$ cat config.mk
export PLATFORM = sky130hd
export DESIGN_NAME = ram_bus_bridge_flat
export DESIGN_NICKNAME = d
export VERILOG_FILES = /design/src/rtl/riscv_mem_pkg.sv /design/src/rtl/ram_bus_bridge_if.sv /design/src/rtl/mem_addr_decode.sv /design/src/rtl/ram_bus_bridge.sv /design/src/flat_wrapper.sv
export SDC_FILE = /design/constraint.sdc
export NUM_CORES = 1
export LEC_CHECK = 0
export ABC_AREA = 1
export ABC_CLOCK_PERIOD_IN_PS = 1700
export CAP_MARGIN = 5
export CELL_PAD_IN_SITES_DETAIL_PLACEMENT = 1
export CELL_PAD_IN_SITES_GLOBAL_PLACEMENT = 1
export CORE_ASPECT_RATIO = 0.6
export CORE_UTILIZATION = 26
export CTS_CLUSTER_SIZE = 24
export DETAILED_ROUTE_END_ITERATION = 16
export PLACE_DENSITY = 0.78
export SLEW_MARGIN = 25
export SYNTH_ARGS = -nofsm -noshare
export SYNTH_HDL_FRONTEND = slang
export SYNTH_SLANG_ARGS = --single-unit
$ cat constraint.sdc
create_clock -name clock -period 1.7 [get_ports clock]
set_clock_uncertainty 0.2 [all_clocks]
set_input_delay 0.425 -clock clock [delete_from_list [all_inputs] [get_ports clock]]
set_output_delay 0.425 -clock clock [all_outputs]
set_load 0.02 [all_outputs]
$ cat src/rtl/riscv_mem_pkg.sv
// Shared types and constants for the core-to-memory bridges.
package riscv_mem_pkg;

    localparam int unsigned WORD_BYTES = 4;
    localparam logic [3:0]  WSTRB_NONE = 4'b0000;

    typedef enum logic [1:0] {
        IDLE    = 2'd0,
        RD_WAIT = 2'd1,
        ACK     = 2'd2
    } mem_state_e;

    // Byte size of a window addressed by an aw-bit word address.
    function automatic logic [31:0] window_bytes(input int unsigned aw);
        return 32'(WORD_BYTES) << aw;
    endfunction

endpackage

$ cat src/rtl/ram_bus_bridge_if.sv
// Core-side native valid/ready memory port.
interface ram_bus_bridge_if;

    logic        mem_valid;
    logic [31:0] mem_addr;
    logic [31:0] mem_wdata;
    logic [3:0]  mem_wstrb;
    logic        mem_ready;
    logic [31:0] mem_rdata;

    modport master (
        output mem_valid, mem_addr, mem_wdata, mem_wstrb,
        input  mem_ready, mem_rdata
    );

    modport slave (
        input  mem_valid, mem_addr, mem_wdata, mem_wstrb,
        output mem_ready, mem_rdata
    );

endinterface

$ cat src/rtl/mem_addr_decode.sv
// Window hit detection and byte-to-word address extraction for a memory bridge.
module mem_addr_decode #(
    parameter logic [31:0] BASE_ADDR  = 32'h0000_0000,
    parameter int unsigned ADDR_WIDTH = 8
) (
    input  logic [31:0]           addr,
    output logic                  hit,
    output logic [ADDR_WIDTH-1:0] word_addr
);

    localparam int unsigned TAG_LSB = ADDR_WIDTH + 2;

    // Byte lane bits never reach the RAM.
    logic unused_lsbs;

    assign hit         = (addr[31:TAG_LSB] == BASE_ADDR[31:TAG_LSB]);
    assign word_addr   = addr[ADDR_WIDTH+1:2];
    assign unused_lsbs = ^addr[1:0];

endmodule

$ cat src/rtl/ram_bus_bridge.sv
// Bridges the core valid/ready memory port to a single-port synchronous RAM
// with one-cycle read latency, and records out-of-window accesses.
module ram_bus_bridge
    import riscv_mem_pkg::*;
#(
    parameter logic [31:0] BASE_ADDR  = 32'h0000_0000,
    parameter int unsigned ADDR_WIDTH = 8
) (
    input  logic                  clock,
    input  logic                  resetn,
    ram_bus_bridge_if.slave       bus,
    output logic [ADDR_WIDTH-1:0] ram_address,
    output logic [3:0]            ram_byteena,
    output logic [31:0]           ram_data,
    output logic                  ram_rden,
    output logic                  ram_wren,
    input  logic [31:0]           ram_q,
    input  logic                  err_clear,
    output logic                  bus_error,
    output logic [31:0]           bus_err_addr
);

    mem_state_e state;
    logic       hit;
    logic       idle_req;
    logic       req_wr;
    logic       req_rd;
    logic       req_fault;

    mem_addr_decode #(
        .BASE_ADDR  (BASE_ADDR),
        .ADDR_WIDTH (ADDR_WIDTH)
    ) u_decode (
        .addr      (bus.mem_addr),
        .hit       (hit),
        .word_addr (ram_address)
    );

    assign ram_data    = bus.mem_wdata;
    assign ram_byteena = bus.mem_wstrb;

    // A request is only accepted from IDLE; anything seen in RD_WAIT/ACK is ignored.
    always_comb begin
        idle_req  = (state == IDLE) && bus.mem_valid;
        req_wr    = idle_req && hit && (bus.mem_wstrb != WSTRB_NONE);
        req_rd    = idle_req && hit && (bus.mem_wstrb == WSTRB_NONE);
        req_fault = idle_req && !hit;
    end

    assign ram_wren = req_wr && resetn;
    assign ram_rden = req_rd && resetn;

    // Sequencer, read-data register and sticky error capture.
    always_ff @(posedge clock or negedge resetn) begin
        if (!resetn) begin
            state         <= IDLE;
            bus.mem_ready <= 1'b0;
            bus.mem_rdata <= '0;
            bus_error     <= 1'b0;
            bus_err_addr  <= '0;
        end else begin
            bus.mem_ready <= 1'b0;

            if (err_clear) begin
                bus_error <= 1'b0;
            end
            // A fault colliding with a clear wins and re-arms the address capture.
            if (req_fault) begin
                bus_error <= 1'b1;
                if (!bus_error || err_clear) begin
                    bus_err_addr <= bus.mem_addr;
                end
            end

            case (state)
                IDLE: begin
                    if (req_wr) begin
                        state         <= ACK;
                        bus.mem_ready <= 1'b1;
                    end else if (req_rd) begin
                        state <= RD_WAIT;
                    end else if (req_fault) begin
                        state         <= ACK;
                        bus.mem_ready <= 1'b1;
                        bus.mem_rdata <= '0;
                    end
                end
                RD_WAIT: begin
                    bus.mem_rdata <= ram_q;
                    bus.mem_ready <= 1'b1;
                    state         <= ACK;
                end
                ACK: begin
                    state <= IDLE;
                end
                default: begin
                    state <= IDLE;
                end
            endcase
        end
    end

endmodule

$ cat src/flat_wrapper.sv
// flat-port wrapper written by rule: the top's interface ports become plain ports
module ram_bus_bridge_flat import riscv_mem_pkg::*;
#(
    parameter logic [31:0] BASE_ADDR  = 32'h0000_0000,
    parameter int unsigned ADDR_WIDTH = 8
)
  (clock, resetn, ram_address, ram_byteena, ram_data, ram_rden, ram_wren, ram_q, err_clear, bus_error, bus_err_addr, bus_mem_valid, bus_mem_addr, bus_mem_wdata, bus_mem_wstrb, bus_mem_ready, bus_mem_rdata);
  ram_bus_bridge_if bus_i ();
  input  logic clock;
  input  logic resetn;
  output logic [ADDR_WIDTH-1:0] ram_address;
  output logic [3:0] ram_byteena;
  output logic [31:0] ram_data;
  output logic ram_rden;
  output logic ram_wren;
  input  logic [31:0] ram_q;
  input  logic err_clear;
  output logic bus_error;
  output logic [31:0] bus_err_addr;
  input wire logic [$bits(bus_i.mem_valid)-1:0] bus_mem_valid;
  input wire logic [$bits(bus_i.mem_addr)-1:0] bus_mem_addr;
  input wire logic [$bits(bus_i.mem_wdata)-1:0] bus_mem_wdata;
  input wire logic [$bits(bus_i.mem_wstrb)-1:0] bus_mem_wstrb;
  output wire logic [$bits(bus_i.mem_ready)-1:0] bus_mem_ready;
  output wire logic [$bits(bus_i.mem_rdata)-1:0] bus_mem_rdata;
  assign bus_i.mem_valid = bus_mem_valid;
  assign bus_i.mem_addr = bus_mem_addr;
  assign bus_i.mem_wdata = bus_mem_wdata;
  assign bus_i.mem_wstrb = bus_mem_wstrb;
  assign bus_mem_ready = bus_i.mem_ready;
  assign bus_mem_rdata = bus_i.mem_rdata;
  ram_bus_bridge #(.BASE_ADDR(BASE_ADDR), .ADDR_WIDTH(ADDR_WIDTH)) u_core (.clock(clock), .resetn(resetn), .bus(bus_i), .ram_address(ram_address), .ram_byteena(ram_byteena), .ram_data(ram_data), .ram_rden(ram_rden), .ram_wren(ram_wren), .ram_q(ram_q), .err_clear(err_clear), .bus_error(bus_error), .bus_err_addr(bus_err_addr));
endmodule
Word level (Yosys, flattened, before mapping)
Index checks and enable logic that the tools add are counted.
{"block": "word_totals", "input_bits": 104, "regBits": 68, "elab_cells": 42, "output_inout_bits": 112}
{"block": "op_classes", "eq_ne": 5, "muxes": 14, "reduce_logical": 18}
{"operator": "2-to-1 mux 32 bit", "n": 3}
{"operator": "one-hot mux 32 bit (2 select lines)", "n": 1}
{"operator": "zero test 22 bit", "n": 1}
{"operator": "logical AND 1 bit", "n": 7}
{"operator": "2-to-1 mux 2 bit", "n": 3}
{"operator": "2-to-1 mux 1 bit", "n": 5}
{"operator": "zero test 4 bit", "n": 1}
{"operator": "inequality test 2 bit, second input constant", "n": 2}
{"operator": "inequality test 4 x 1 -> 1 bit, second input constant", "n": 1}
{"operator": "one-hot mux 2 bit (2 select lines)", "n": 1}
{"operator": "AND reduction 4 bit", "n": 1}
{"operator": "nonzero test 2 bit", "n": 2}
{"operator": "nonzero test 4 bit", "n": 1}
{"operator": "== test 2 x 1 -> 1 bit, second input constant", "n": 1}
{"operator": "zero test 1 bit", "n": 2}
{"operator": "zero test 2 bit", "n": 1}
{"operator": "inequality test 2 x 1 -> 1 bit, second input constant", "n": 1}
{"operator": "one-hot mux 1 bit (2 select lines)", "n": 1}
{"operator": "AND reduction 2 bit", "n": 1}
{"operator": "logical OR 1 bit", "n": 1}

Longest topological paths before layout
{"block": "depth", "depth_word": 7, "depth_mapped": 8, "depth_no_buf": 7}

By module
Synthesis repeated with hierarchy kept, for this count alone.
{"block": "unflattened", "cells_unflattened": 370, "area_unflattened_um2": 3144.3}
{"module": "ram_bus_bridge", "seq_area_each_um2": 1701.6, "n_inst": 1, "area_per_inst_um2": 3005.4, "cells_each": 343}
{"module": "mem_addr_decode", "seq_area_each_um2": 0.0, "n_inst": 1, "area_per_inst_um2": 138.9, "cells_each": 27}

Worst setup path after synthesis
No wires, ideal clock.
{"block": "synth_path", "kind": "input to output", "from": "in bus_mem_addr[15]", "to": "out ram_rden", "arrival_ns": 1.428, "path_buffers": 0, "setup_slack_ns": -0.353, "cell_stages": 4, "path_cell_list": "or2_1 nor2_4 nand4_1 nor3_1"}
{"block": "synth_between", "elab_chain_cells": 4}
{"item": "start: declaration", "line_no": "flat_wrapper.sv:21", "source": "input wire logic [$bits(bus_i.mem_addr)-1:0] bus_mem_addr;"}
{"item": "zero test 22 bit", "line_no": "mem_addr_decode.sv:16", "source": "assign hit = (addr[31:TAG_LSB] == BASE_ADDR[31:TAG_LSB]);"}
{"item": "logical AND 1 bit (2 in series)", "line_no": "ram_bus_bridge.sv:46", "source": "req_rd = idle_req && hit && (bus.mem_wstrb == WSTRB_NONE);"}
{"item": "logical AND 1 bit", "line_no": "ram_bus_bridge.sv:51", "source": "assign ram_rden = req_rd && resetn;"}
{"item": "end: declaration", "line_no": "flat_wrapper.sv:14", "source": "output logic ram_rden;"}
Every way passes these cells.

Worst setup path after layout
{"block": "layout_path", "from": "reg u_core.state[1]", "to": "out ram_rden"}
{"block": "layout_between", "elab_chain_cells": 5}
{"item": "start: declaration", "line_no": "ram_bus_bridge.sv:23", "source": "mem_state_e state;"}
{"item": "start signal: assignment", "line_no": "ram_bus_bridge.sv:56", "source": "state <= IDLE;"}
{"item": "start signal: assignment", "line_no": "ram_bus_bridge.sv:78", "source": "state <= ACK;"}
{"item": "start signal: assignment", "line_no": "ram_bus_bridge.sv:81", "source": "state <= RD_WAIT;"}
{"item": "zero test 2 bit", "line_no": "ram_bus_bridge.sv:44", "source": "idle_req = (state == IDLE) && bus.mem_valid;"}
{"item": "logical AND 1 bit", "line_no": "ram_bus_bridge.sv:44"}
{"item": "logical AND 1 bit (2 in series)", "line_no": "ram_bus_bridge.sv:46"}
{"item": "logical AND 1 bit", "line_no": "ram_bus_bridge.sv:51"}
Every way passes these cells.

==> qor.yml <==
core-area_sq_mm: 0.01285
via_per_inst: 4.527
grt_antenna_before_repair: 2
layout_setup_ws_ps: -403.2
htree_levels: 3
tightest_slew_ps: 746.7
finalNonFillerCells: 698
hpwl_mm: 8.213
die_area_sq_mm: 0.01363
synthToLayoutAreaGrowth_pct: 60.81
fillers: 1448
maxCapViolCount: 0
fp.dieW_um: 150.1
stdcell_area_sq_mm: 0.005499
max_freq_mhz: 475.5
hold_class: "in2async"
leakage_nw: 2.802
clk_latency_ps: 330
overflow: 0
startpoint_type: "register"
initial_core_util: 0.2661
ir_drop_mv: 0.4377
ys_seq_elements: 68
rows: 32
postLayoutCoreUtil: 0.4279
rsz0062_at_grt: "yes"
netlist_instances: 369
cts_buffer_depth: 2
ant_nets: 0
drc_errors: 0
path_max_fanout: 3
setup_viol: 61
wl_mm: 11.63
synth.net_count: 473
numCtsBuffers: 9
worstSetupEndpointType: "output port"
vias: 3160
hold_slack_ps: 101.1
netlist_area_sq_mm: 0.003420
hold_viol: 0
avgSynthCellArea_sq_um: 9.267
drive_gt1_frac: 0.3175
portBuffers: 151
ys_seq_area_frac: 0.4976
critPathKind: "reg2out"
place_area_sq_mm: 0.005012
ys_types: 19
multiInputGateArea_sq_mm: 0.001294
root_buffer: "clkbuf_16"
period_share: 1.237
track_usage: 0.1706
arrival_ps: 1480
grt_pass1_vias: 3384
status: "complete, but fails checks"
dr.pass1.iters: 4
grt_max_degree: 57
dp_cells: 664
slew_headroom: 0.5022
final_nets: 625
register_area_sq_mm: 0.001702
die_h_um: 90.83
grt_pass1_wl_mm: 17.89
cts_sinks: 68
yosys_warnings: 0
wire_per_inst_um: 16.66
min_period_ps: 2103
place.gp.congestion: 0.7564
final_max_slew_viol_count: 0
drt_iter0_drc: 108
path_clk_slew_ps: 60
power_density_mw_per_mm2: 837.5
cp_data_required_time_ps: 1070
violations: "setup timing"
io_pins: 216
tritoncts: "built"
## cells in the final DEF, fill, tap and decap left out, types with 2 or more instances in the layout
| cell type | count |
|---|---|
| nand2_1 | 132 |
| dfrtp_1 | 68 |
| dlygate4sd2_1 | 45 |
| buf_4 | 37 |
| clkdlybuf4s50_1 | 36 |
| nand4_1 | 33 |
| nand3_2 | 31 |
| clkdlybuf4s15_1 | 29 |
| buf_6 | 20 |
| clkbuf_16 | 13 |
| clkbuf_2 | 13 |
| buf_2 | 10 |
| nand2_2 | 9 |
| nor2_1 | 8 |
| nor2_2 | 8 |
| buf_12 | 8 |
| nand3_4 | 3 |
| inv_1 | 3 |
| clkbuf_8 | 3 |
| diode_2 | 2 |
| nor2_4 | 2 |
| nand2_8 | 2 |
| clkinvlp_4 | 2 |
| dlymetal6s2s_1 | 2 |
## repair_timing
action | in CTS | in global routing
setup buffers | 7 | 4
endpoints found under the hold margin | 12 | 0
gates resized for setup | 226 | 85
pin swaps | 23 | 24
hold buffers | 1 | 0
cloned | 0 | 5
endpoints found under the setup margin | 148 | 101
## stage by stage
stage	worst slack [ps]	setup TNS, ps	power (mW)
floorplan	-193.4	-378.4	2.412
global placement	-1264	-42250	2.905
detailed placement	-1364	-48040	2.940
CTS	-474.2	-2078	4.668
global route	-478.3	-7184	4.836
finish	-403.2	-2645	4.606
## state kept, by name, indices dropped and copies added (netlist names)
register and cells:
u_core.bus.mem_ready 1, u_core.bus_error 1, u_core.bus_err_addr 32, u_core.state 2
u_core.bus.mem_rdata 32
## final timing paths
check / start / endpoint / slack (ps) / cells after the start
max in group asynchronous: resetn / u_core.bus.mem_rdata[23]$_DFFE_PN0P_ / 700 / 3
setup reg to reg: u_core.state[1]$_DFFE_PN0P_ / u_core.bus_err_addr[22]$_DFFE_PN0P_ / -80 / 8
hold reg to reg: u_core.bus_err_addr[10]$_DFFE_PN0P_ / u_core.bus_err_addr[10]$_DFFE_PN0P_ / 270 / 2
min in group clock: bus_mem_addr[21] / u_core.bus_err_addr[21]$_DFFE_PN0P_ / 150 / 3
hold / removal: resetn / u_core.state[0]$_DFFE_PN0P_ / 100 / 2
setup / recovery: u_core.state[1]$_DFFE_PN0P_ / ram_rden / -400 / 6
## area by class of cell
cell class / instances / share of cell area
repair buffers: 206 / 0.3581
inverters: 5 / 0.004778
multi-input cells: 231 / 0.2353
well taps: 170 / 0.03868
clock inverters: 3 / 0.003641
flip-flops and latches: 68 / 0.3094
diodes: 2 / 0.0009101
clock buffers: 13 / 0.04915
## where the power goes
part	switching [mW]	leakage [nW]	internal, mW
Sequential	0.0726	0.893	1.76
Combinational	0.545	1.77	0.443
Clock	0.685	0.138	1.10
## Yosys cell counts
master	instances	area share
nor2_2	1	0.0018
nand3_1	2	0.0029
buf_2	7	0.010
nor2_1	16	0.018
nand3_4	2	0.010
clkbuf_1	8	0.0088
o21ai_0	1	0.0015
nand2_8	1	0.0059
nor3_1	1	0.0015
dfrtp_1	68	0.50
buf_4	44	0.097
nor2_4	1	0.0033
buf_8	3	0.013
nand4_1	33	0.060
nand3_2	30	0.088
buf_12	3	0.018
nand2_1	142	0.16
or2_1	1	0.0018
inv_1	5	0.0055
## critical path: stages (launching register included)
cell     delay (ps)
dfrtp_1         370
inv_2            60
nand2_2          50
nor2_2          120
nand4_1         230
nor3_4          180
buf_6           140
## kinds of logic (layout without fill, tap and decap cells)
logic type | after synthesis | in the layout | share of synthesized area
AOI/OAI and AO/OA | 1 | 1 | 0.001462
and+or+nand+nor | 230 | 230 | 0.3491
DFF | 68 | 68 | 0.4976
other | 0 | 2 | 0
buffers and inverters | 70 | 227 | 0.1518
## per-layer routing
layer | wire length [um] | GRT usage | up-vias
li1 | - | - | 1467
met4 | 88 | 0.04040 | 0
met3 | 1001 | 0.07677 | 8
met2 | 5425 | 0.2712 | 115
met5 | 0 | 0 | -
met1 | 5112 | 0.2097 | 1570
Note: power is estimated with default switching activity, not from simulation.
==> patch 1: new RTL, same flow settings <==
Make the reset (`resetn`) synchronous in one clocked block.
--- a/src/rtl/ram_bus_bridge.sv
+++ b/src/rtl/ram_bus_bridge.sv
@@ -53,3 +53,3 @@
     // Sequencer, read-data register and sticky error capture.
-    always_ff @(posedge clock or negedge resetn) begin
+    always_ff @(posedge clock) begin
         if (!resetn) begin
Function: differs if resetn is asserted again (counterexample within 4 cycles, from zero or initial values and one cycle with resetn low); with resetn held inactive, the same outputs for 10 cycles.
==> patch 1 against the original RTL <==
- the flow still finishes with violations (negative setup slack)
- count of clock-buffer cells in the layout is 2 lower
- global-route usage grew 1.2 points
- wire length is 0.13% lower
- worst setup slack worse by 0.0042 ns
- sequential power fell by 7%
- area after synthesis decreased by 7.5%
- sequential cell count unchanged
- maximum frequency shrank 0.20%
- final area increased by 7.2%
- non-clock buffer count is 2 higher
- first-iteration DRC count down 27%
- total power up 3.8%
- critical endpoint is now ram_wren
- highest routed layer unchanged
==> patch 1: results <==
[timing]
hold_slack_ns = 0.108
setup_viol = 14
final.setup.worst_slack_ns = -0.407
tns_ns = -0.964
relSlewSlack_pct = 64.4

[outcome]
status = "finished, violations left"
violations = "negative setup slack"

[global_route]
first_global_vias = 3426
grt_max_degree = 35

[layout]
nFillCells = 1379
final_cell_count_no_fill = 752
num_antenna_cells = 0
fin_nets = 691

[worst_setup_path]
worst-r2r-cell-count = 11
crit_start = "resetn"
reg2reg_from = "u_core.state[1]"
crit_path_max_incr_delay_ns = 0.50
ff2ff_setup_slack_ns = -0.03

[placed_design]
dp_cells = 711
dp_hpwl_um = 7530
dpl_worst_slack_ns = -1.37

[yosys]
synth_top_cells_by_count = "nand2_1 (104), nor2_1 (80), dfxtp_1 (68)"
synthCells = 434
syn-num-nets = 538

[route]
drt_iter0_drc = 79
routed_wl_um = 11600
routed_via_density = 4.34

[worst_hold_path]
hp-class = "primary input to flip-flop"

[power_and_ir_drop]
leakage_nw = 2.60
## patch 1: cell types whose count changed after synthesis, sizes merged, moves of 2 or more
cell / before / now
a21oi: 0 / 33
dfrtp: 68 / 0
dfxtp: 0 / 68
inv: 5 / 38
nand2: 143 / 105
nand4: 33 / 1
nor2: 18 / 82
nor3: 1 / 3
## patch 1: power groups by stage
| stage | registers, W | logic, W | clock network (W) |
|---|---|---|---|
| finish | 0.00170 | 0.00102 | 0.00206 |
| floorplan | 0.00181 | 0.000384 | 0 |
| global placement | 0.00173 | 0.000754 | 0 |
| CTS | 0.00170 | 0.000865 | 0.00212 |
| global route | 0.00170 | 0.00110 | 0.00220 |
| detailed placement | 0.00173 | 0.000769 | 0 |
## patch 1: cell families (layout without fill, tap and decap cells)
family / after synthesis / count (layout) / share of synthesized area (%)
flops: 68 / 68 / 43.1
compound gates: 34 / 34 / 5.38
buf+inv: 105 / 263 / 20.0
simple gates: 227 / 227 / 31.6
## patch 1: per-layer routing
metal / global-route usage, % / wire length (um)
met1: 22.9 / 5080
met2: 30.9 / 5880
met3: 4.95 / 547
met4: 4.69 / 106
met5: 0 / 0
## patch 1: cell type report
type / count / area, um^2 / area share, %
clock buffer: 11 / 253 / 4.29
clock inverter: 5 / 83.8 / 1.42
inverter: 39 / 146 / 2.48
multi-input combinational: 261 / 1760 / 29.8
sequential: 68 / 1360 / 23.1
tap: 160 / 200 / 3.40
timing repair buffer: 208 / 2090 / 35.5
## patch 1: final timing paths
kind                                    to
setup / recovery                  ram_wren
hold / removal     u_core.bus_err_addr[13]
setup reg to reg    u_core.bus_err_addr[0]
hold reg to reg   u_core.bus.mem_rdata[28]
## patch 1: critical path, delay by kind of cell
family / cells / cell delay, ns
and+or+nand+nor: 1 / 0.24
buffers and inverters: 3 / 0.81
==> patch 2: new RTL, same settings <==
Made on the original files. `ADDR_WIDTH` is set to 8 in 3 places; all go to 7.
--- a/src/rtl/mem_addr_decode.sv
+++ b/src/rtl/mem_addr_decode.sv
@@ -3,3 +3,3 @@
     parameter logic [31:0] BASE_ADDR  = 32'h0000_0000,
-    parameter int unsigned ADDR_WIDTH = 8
+    parameter int unsigned ADDR_WIDTH = 7
 ) (
--- a/src/rtl/ram_bus_bridge.sv
+++ b/src/rtl/ram_bus_bridge.sv
@@ -6,3 +6,3 @@
     parameter logic [31:0] BASE_ADDR  = 32'h0000_0000,
-    parameter int unsigned ADDR_WIDTH = 8
+    parameter int unsigned ADDR_WIDTH = 7
 ) (
--- a/src/flat_wrapper.sv
+++ b/src/flat_wrapper.sv
@@ -4,3 +4,3 @@
     parameter logic [31:0] BASE_ADDR  = 32'h0000_0000,
-    parameter int unsigned ADDR_WIDTH = 8
+    parameter int unsigned ADDR_WIDTH = 7
 )
Interface: changed (resized ram_address); port bits go from 216 to 215. The function was not compared with the original's and may differ.
==> patch 2 against the original RTL <==
- the run still ends with negative setup slack left
- via count up 1.6%
- register-to-register slack worse by 0.02 ns
- critical path depth up 1
- wire length up 2.2%
- total power up 5.8%
- area after synthesis down 1.4%
- worst setup slack worse by 0.020 ns
- final area up 5.5%
- hold slack better by 0.054 ns
- clock power up 8%
- sequential cell count unchanged
- first-iteration DRC count up 1.9%
- die area down 1.4%
- critical path type unchanged
==> patch 2: results <==
[yosys]
yosys_warnings = 0
syn-num-nets = 474
yosysUniqueCellTypes = 17
synth_adder_area_share_pct = 0
syn_avg_cell_area_um2 = 9.11
synth_area_leaders = "dfrtp_1 (50%), nand2_1 (16%), buf_4 (9.6%), nand3_2 (9.2%), nand4_1 (6.1%)"
synth_top_cells_by_count = "nand2_1 (143), dfrtp_1 (68), buf_4 (43)"
synth_compound_area_share_pct = 0.148
synth_seq_area_share_pct = 50.5

[global_route]
antenna_found_initial = 0
grtUsageTotal_pct = 17.3
first_global_vias = 3466
grt_max_degree = 37
grt_pass1_wl_um = 17900

[outcome]
status = "finished, violations left"
violations = "negative setup slack"

[timing]
tns_ns = -3.06
final.setup.worst_slack_ns = -0.423
setup_viol = 56
tightest_slew_ns = 0.477

[placed_design]
dpl_worst_slack_ns = -1.27
dp_cells = 651
io_buffers = 150
gp_congestion = 0.817
dp_hpwl_um = 7540
dpl_cell_area_um2 = 4920

[route]
wl_per_cell_um = 16.9
drt_iter0_drc = 110
first_pass_iters = 4
routed_wl_um = 11900
routed_via_density = 4.57

[layout]
drive_gt1_share_pct = 36.9
num_antenna_cells = 0
fin_nets = 636

[worst_setup_path]
cp.arrival_ns = 1.50
crit_path_max_incr_delay_ns = 0.38
worstPathMaxFanout = 2

[clock_network]
clock_latency_ns = 0.33
clk_pin_slew_ns = 0.06
clockRootBuffer = "clkbuf_16"
cts_buffers = 9

[worst_hold_path]
hp-class = "primary input to flip-flop"

[power_and_ir_drop]
leakage_nw = 2.97
peakVddDrop_v = 0.000457
netSwitchingPower_w = 0.00137
==> patch 2: final timing paths <==
check / from / to / slack, ns / cells after the start
max in group asynchronous: resetn / u_core.bus.mem_rdata[5] / 0.35 / 3
min in group asynchronous: resetn / u_core.bus.mem_ready / 0.59 / 3
worst max-delay path: u_core.state[1] / ram_rden / -0.42 / 7
worst min-delay path: bus_mem_addr[22] / u_core.bus_err_addr[22] / 0.15 / 3
worst min register to register: u_core.bus_err_addr[13] / u_core.bus_err_addr[13] / 0.27 / 2
worst max register to register: u_core.state[1] / u_core.bus_err_addr[30] / -0.10 / 11
==> patch 2: repair_timing <==
item,4_1_cts,5_1_grt
hold buffers,1,0
pin swaps,30,20
buffers inserted,31,13
gates resized for setup,240,127
cloned,5,6
setup endpoints to repair,146,121
endpoints found under the hold margin,66,0
==> patch 2: layer usage <==
| metal | track usage, % | wire [um] | vias up |
|---|---|---|---|
| met5 | 0 | 0 | - |
| met4 | 4.42 | 125 | 0 |
| met3 | 6.55 | 894 | 11 |
| met2 | 28.3 | 5690 | 123 |
| met1 | 21.3 | 5170 | 1581 |
| li1 | - | - | 1495 |
==> patch 2: logic make-up after synthesis <==
family,count (synthesis)
AOI/OAI and AO/OA,1
buffers and inverters,70
DFF,68
and+or+nand+nor,231
==> patch 2: area by class of cell <==
type	instances	area (um^2)
fillers	1407	6530
repair buffers	215	2210
flip-flops and latches	68	1700
multi-input cells	232	1350
clock buffers	11	253
well taps	165	206
clock inverters	5	58.8
inverters	6	22.5
==> patch 2: power groups by stage <==
stage	logic, W	registers [W]	clock network (W)
floorplan	0.000370	0.00202	0
global placement	0.00102	0.00185	0
detailed placement	0.00104	0.00186	0
CTS	0.000982	0.00183	0.00198
global route	0.00119	0.00185	0.00207
finish	0.00111	0.00184	0.00193
